$ cat src/rtl/fetch_stage.sv
// fetch_stage: owns the PC, drives imem req/ack, fills IF/ID. Optional FETCH_PERF_EN adds perf counters.
// Latency: ack at edge n -> IF/ID in cycle n+1. Stall parks one fetched word in a skid buffer and drops imem_req.
module fetch_stage #(
  parameter int                      ADDR_WIDTH  = 16,
  parameter int                      INSTR_WIDTH = 16,
  parameter logic [ADDR_WIDTH-1:0]   RESET_PC    = '0,
  parameter logic [INSTR_WIDTH-1:0]  NOP_INSTR   = '0
) (
  input  logic                   clk,
  input  logic                   reset,
  input  logic                   stall,
  input  logic                   flush,
  input  logic [ADDR_WIDTH-1:0]  redirect_pc,
  output logic                   imem_req,
  output logic [ADDR_WIDTH-1:0]  imem_addr,
  input  logic                   imem_ack,
  input  logic [INSTR_WIDTH-1:0] imem_rdata,
  output logic                   if_id_valid,
  output logic [INSTR_WIDTH-1:0] if_id_instr,
  output logic [ADDR_WIDTH-1:0]  if_id_pc,
  output logic [3:0]             if_id_opcode,
  output logic [ADDR_WIDTH-1:0]  pc
`ifdef FETCH_PERF_EN
  ,
  output logic [31:0]            perf_fetched,
  output logic [31:0]            perf_bubbles
`endif
);

  typedef enum logic [1:0] {
    S_REQ   = 2'd0,
    S_HOLD  = 2'd1,
    S_DRAIN = 2'd2
  } state_t;

  state_t                 state, state_nxt;
  logic [ADDR_WIDTH-1:0]  pc_nxt;
  logic [ADDR_WIDTH-1:0]  drain_addr, drain_addr_nxt;
  logic [INSTR_WIDTH-1:0] buf_instr, buf_instr_nxt;
  logic [ADDR_WIDTH-1:0]  buf_pc, buf_pc_nxt;
  logic                   if_id_valid_nxt;
  logic [INSTR_WIDTH-1:0] if_id_instr_nxt;
  logic [ADDR_WIDTH-1:0]  if_id_pc_nxt;

  // DRAIN keeps presenting the pre-flush address so the outstanding request completes unchanged.
  assign imem_req     = (state != S_HOLD);
  assign imem_addr    = (state == S_DRAIN) ? drain_addr : pc;
  assign if_id_opcode = if_id_instr[INSTR_WIDTH-1 -: 4];

  always_ff @(posedge clk) begin
    if (reset) begin
      state       <= S_REQ;
      pc          <= RESET_PC;
      drain_addr  <= '0;
      buf_instr   <= NOP_INSTR;
      buf_pc      <= '0;
      if_id_valid <= 1'b0;
      if_id_instr <= NOP_INSTR;
      if_id_pc    <= '0;
    end else begin
      state       <= state_nxt;
      pc          <= pc_nxt;
      drain_addr  <= drain_addr_nxt;
      buf_instr   <= buf_instr_nxt;
      buf_pc      <= buf_pc_nxt;
      if_id_valid <= if_id_valid_nxt;
      if_id_instr <= if_id_instr_nxt;
      if_id_pc    <= if_id_pc_nxt;
    end
  end

  always_comb begin
    state_nxt       = state;
    pc_nxt          = pc;
    drain_addr_nxt  = drain_addr;
    buf_instr_nxt   = buf_instr;
    buf_pc_nxt      = buf_pc;
    if_id_valid_nxt = if_id_valid;
    if_id_instr_nxt = if_id_instr;
    if_id_pc_nxt    = if_id_pc;

    if (flush) begin
      // Flush beats stall: bubble IF/ID, drop the skid entry, retarget the PC.
      if_id_valid_nxt = 1'b0;
      if_id_instr_nxt = NOP_INSTR;
      buf_instr_nxt   = NOP_INSTR;
      buf_pc_nxt      = '0;
      pc_nxt          = redirect_pc;
      case (state)
        S_REQ: begin
          if (!imem_ack) begin
            state_nxt      = S_DRAIN;
            drain_addr_nxt = pc;
          end
        end
        S_HOLD:  state_nxt = S_REQ;
        S_DRAIN: if (imem_ack) state_nxt = S_REQ;
        default: state_nxt = S_REQ;
      endcase
    end else begin
      case (state)
        S_REQ: begin
          if (imem_ack) begin
            pc_nxt = pc + ADDR_WIDTH'(1);
            if (stall) begin
              buf_instr_nxt = imem_rdata;
              buf_pc_nxt    = pc;
              state_nxt     = S_HOLD;
            end else begin
              if_id_valid_nxt = 1'b1;
              if_id_instr_nxt = imem_rdata;
              if_id_pc_nxt    = pc;
            end
          end else if (!stall) begin
            if_id_valid_nxt = 1'b0;
            if_id_instr_nxt = NOP_INSTR;
          end
        end
        S_HOLD: begin
          if (!stall) begin
            if_id_valid_nxt = 1'b1;
            if_id_instr_nxt = buf_instr;
            if_id_pc_nxt    = buf_pc;
            buf_instr_nxt   = NOP_INSTR;
            buf_pc_nxt      = '0;
            state_nxt       = S_REQ;
          end
        end
        S_DRAIN: begin
          // The stale word is thrown away; IF/ID keeps bubbling until real fetch resumes.
          if (imem_ack) state_nxt = S_REQ;
          if (!stall) begin
            if_id_valid_nxt = 1'b0;
            if_id_instr_nxt = NOP_INSTR;
          end
        end
        default: state_nxt = S_REQ;
      endcase
    end
  end

`ifdef FETCH_PERF_EN
  logic valid_load;
  logic bubble_load;

  assign valid_load  = !flush && !stall &&
                       (((state == S_REQ) && imem_ack) || (state == S_HOLD));
  assign bubble_load = flush ||
                       (!stall && (((state == S_REQ) && !imem_ack) || (state == S_DRAIN)));

  always_ff @(posedge clk) begin
    if (reset) begin
      perf_fetched <= '0;
      perf_bubbles <= '0;
    end else begin
      if (valid_load)  perf_fetched <= perf_fetched + 32'd1;
      if (bubble_load) perf_bubbles <= perf_bubbles + 32'd1;
    end
  end
`endif

endmodule

$ cat config.mk
export PLATFORM = sky130hd
export DESIGN_NAME = fetch_stage
export DESIGN_NICKNAME = d
export VERILOG_FILES = /design/src/rtl/fetch_stage.sv
export SDC_FILE = /design/constraint.sdc
export NUM_CORES = 1
export LEC_CHECK = 0
export ABC_CLOCK_PERIOD_IN_PS = 3000
export BUFFER_PORTS_ARGS = -buffer_cell sky130_fd_sc_hd__buf_2
export CELL_PAD_IN_SITES_DETAIL_PLACEMENT = 2
export CELL_PAD_IN_SITES_GLOBAL_PLACEMENT = 2
export CORE_ASPECT_RATIO = 0.6
export CORE_MARGIN = 4
export CORE_UTILIZATION = 34
export DETAILED_ROUTE_END_ITERATION = 6
export MAX_ROUTING_LAYER = met4
export PLACE_DENSITY = 0.95
export SLEW_MARGIN = 20
export SYNTH_ARGS = -nofsm -noshare
export SYNTH_HDL_FRONTEND = slang
export SYNTH_SLANG_ARGS = --single-unit
$ cat constraint.sdc
create_clock -name clk -period 3 [get_ports clk]
set_input_delay 0.6 -clock clk [delete_from_list [all_inputs] [get_ports clk]]
set_output_delay 0.6 -clock clk [all_outputs]
set_load 0.01 [all_outputs]
==> summary.txt <==
Job
  • MaxCap Viol Count: 0

Routing
  • Via-to-Cell Ratio: 5.65
  • Antenna viol nets, final: 0
  • DR vias: 4,505
  • Avg WL per Cell: 22.0 um
  • DR iter-0 viols: 305
  • Drt pass-1 iters: 5
  • Final wirelength: 17,600 um
  • DRC viols: 0

STA
  • Hold_ws: 0.458 ns
  • Final setup viols: 0
  • Hold Vio Cnt, Final: 0
  • Setup TNS Final: 0 ns
  • Crit path time final: 2.60 ns
  • Slew Viols, Final: 0
  • RSZ-0062 raised after global routing: false
  • Crit share post-route: 0.865
  • F_max: 385 MHz
  • Worst Tran Pin Value: 1.04 ns
  • Clock skew: 0.00711 ns
  • Worst rel slew slack: 0.304

Logic synthesis
  • Syn_nets: 595
  • Register area share after synthesis: 0.429
  • Top-area cell type share of the netlist area: 0.429
  • Netlist Area Pre-Place: 4620 sq um
  • Avg Cell Area, Syn: 8.37 sq um
  • Synth unique cells: 49
  • Ys flop type: dfxtp_1
  • Async S/R FF share, synth: 0
  • Ranking of synthesized cells by area: dfxtp_1, a21oi_1, nand2_1, mux2i_1, nand3_1
  • Post-synth EDFFs: 0
  • Synth Warn #: 0
  • Leading area contributor after synthesis: dfxtp_1
  • Post-Synthesis Cells: 552
  • Seq cells post-synth: 99

Layout
  • Non-filler instance count after layout: 798
  • Commonest non-fill, non-tap cell in the layout: buf_2
  • Area growth syn-to-layout: 18.9%
  • Share of cells above drive strength 1: 0.246
  • FF+latch area: 1980 sq um
  • # nets final: 663
  • Highest-count cells in the layout ignoring fill and taps: buf_2, dfxtp_1, nand2_1
  • Multi-input gate area: 2330 sq um
  • Fillers: 1,470

Die
  • Die width: 158 um
  • Initial Util: 0.354
  • Site row count: 32
  • Die Span Y: 98.3 um
  • I/O pins: 107
  • Core box area: 13,100 sq um
  • Die Area: 15,600 sq um

Power
  • Sequential share of power: 0.461
  • P_int: 0.00220 W
  • Switch share: 0.290
  • Power per Cell Area: 564 nW/um^2
  • Switching Power: 0.000897 W
  • Leakage: 2.05 nW
  • Worst IR Drop VDD: 0.260 mV
  • Clk pwr share: 0.392
  • Comb pwr share: 0.148

Clocking
  • CTS Sinks: 99
  • Reg clk slew, reported paths: 0.07 ns
  • Postcts setup bufs: 0
  • Latest clock arrival within the worst-skew pair: 0.35 ns
  • Root Buffer: clkbuf_16
  • CTS Hold Bufs: 0
  • Clock tree buffer depth: 2
  • CTS H-Tree Depth: 3
  • TritonCTS clock tree: yes
  • Num CTS Buffers: 9
  • CTS resizes: 0

Setup path
  • Crit path kind: flip-flop to flip-flop
  • R2R cell count: 6
  • Startpoint types: flip-flop
  • Req. time, crit path: 3.28 ns
  • Max FO, Critical Path: 32
  • Worst EP arrival: 2.88 ns
  • CP endpoint kind: flip-flop

Global routing
  • Vias in the first global route: 4,826
  • Total track usage: 0.231
  • Initial antenna violation count: 3
  • Largest net degree at the start of global routing: 53
  • Gr ovfl total: 0
  • First-pass GRT wire length: 27,600 um

Placement
  • HPWL Detailed: 12,300 um
  • Port Buffer Count: 106
  • DP Cell Count: 779
  • GPL Wtd Cong: 0.832

Run status
  • Outcome: completed

Hold path
  • Min-Delay Path Depth: 1
  • Worst hold-check path type: flip-flop to flip-flop
-- sequential cells by signal, indices dropped and copies added, names as in the netlist, named ones only --
register / count
drain_addr: 16
if_id_instr: 16
pc: 16
state: 2
buf_pc: 16
buf_instr: 16
if_id_pc: 16
-- cells by family after synthesis --
| group | count (synthesis) | synth area share |
|---|---|---|
| buffers and inverters | 70 | 0.0672 |
| adder cells (fa/ha/maj) | 6 | 0.0163 |
| flip-flops | 99 | 0.429 |
| multiplexers | 32 | 0.0729 |
| XOR/XNOR | 11 | 0.0209 |
| AND/OR/NAND/NOR | 180 | 0.183 |
| AO/OA/AOI/OAI | 154 | 0.210 |
-- worst max-delay path, cell delays in order, from the launching register on --
cell and delay [ns]:
dfxtp_1 0.35, inv_1 0.12, ha_1 0.51, nand2_4 0.17, o32a_1 0.67, or3_1 0.54
a21oi_1 0.16
-- cells in the mapped netlist, drive strengths merged (16+ instances only) --
master   number
dfxtp        99
a21oi        70
nand2        82
o2bb2ai      16
nand3        38
mux2i        19
clkbuf       40
buf          20
o21ai        25
a22oi        16
nor2         17
or3          17
-- area by class of cell --
class / count / share of cell area
Clock inverter: 5 / 0.0109
Clock buffer: 11 / 0.0442
Antenna cell: 3 / 0.00137
Tap cell: 170 / 0.0388
Inverter: 10 / 0.00684
Multi-Input combinational cell: 383 / 0.425
Sequential cell: 99 / 0.361
Timing Repair Buffer: 117 / 0.112
-- through the flow --
stage | setup slack, ns | cell area, sq um | utilization | power (W)
finish | 0.404 | 5490 | 0.421 | 0.00309
floorplan | 1.01 | 4620 | - | 0.00172
detailed placement | 0.488 | 5180 | 0.397 | 0.00190
global route | 0.196 | 5490 | 0.421 | 0.00322
CTS | 0.367 | 5480 | 0.420 | 0.00311
global placement | 0.715 | 5180 | 0.397 | 0.00187
-- final timing paths --
| kind | start | endpoint | slack [ns] |
|---|---|---|---|
| hold / removal | if_id_instr[9] | if_id_instr[9] | 0.46 |
| hold reg to reg | if_id_instr[9] | if_id_instr[9] | 0.46 |
| setup / recovery | state[0] | if_id_pc[5] | 0.40 |
| setup reg to reg | state[0] | if_id_pc[5] | 0.40 |
-- per-layer routing --
layer,routed length [um],GRT usage
met1,8280,0.310
met2,8110,0.353
met3,942,0.0589
met4,242,0.0459
met5,0,-
-- power groups by stage --
stage               Combinational [W]  Sequential [W]  Clock, W
floorplan                    0.000290         0.00143         0
global placement             0.000419         0.00145         0
finish                       0.000457         0.00143   0.00121
detailed placement           0.000448         0.00145         0
CTS                          0.000457         0.00142   0.00123
global route                 0.000501         0.00143   0.00129
Note: power is estimated with default switching activity, not from simulation.
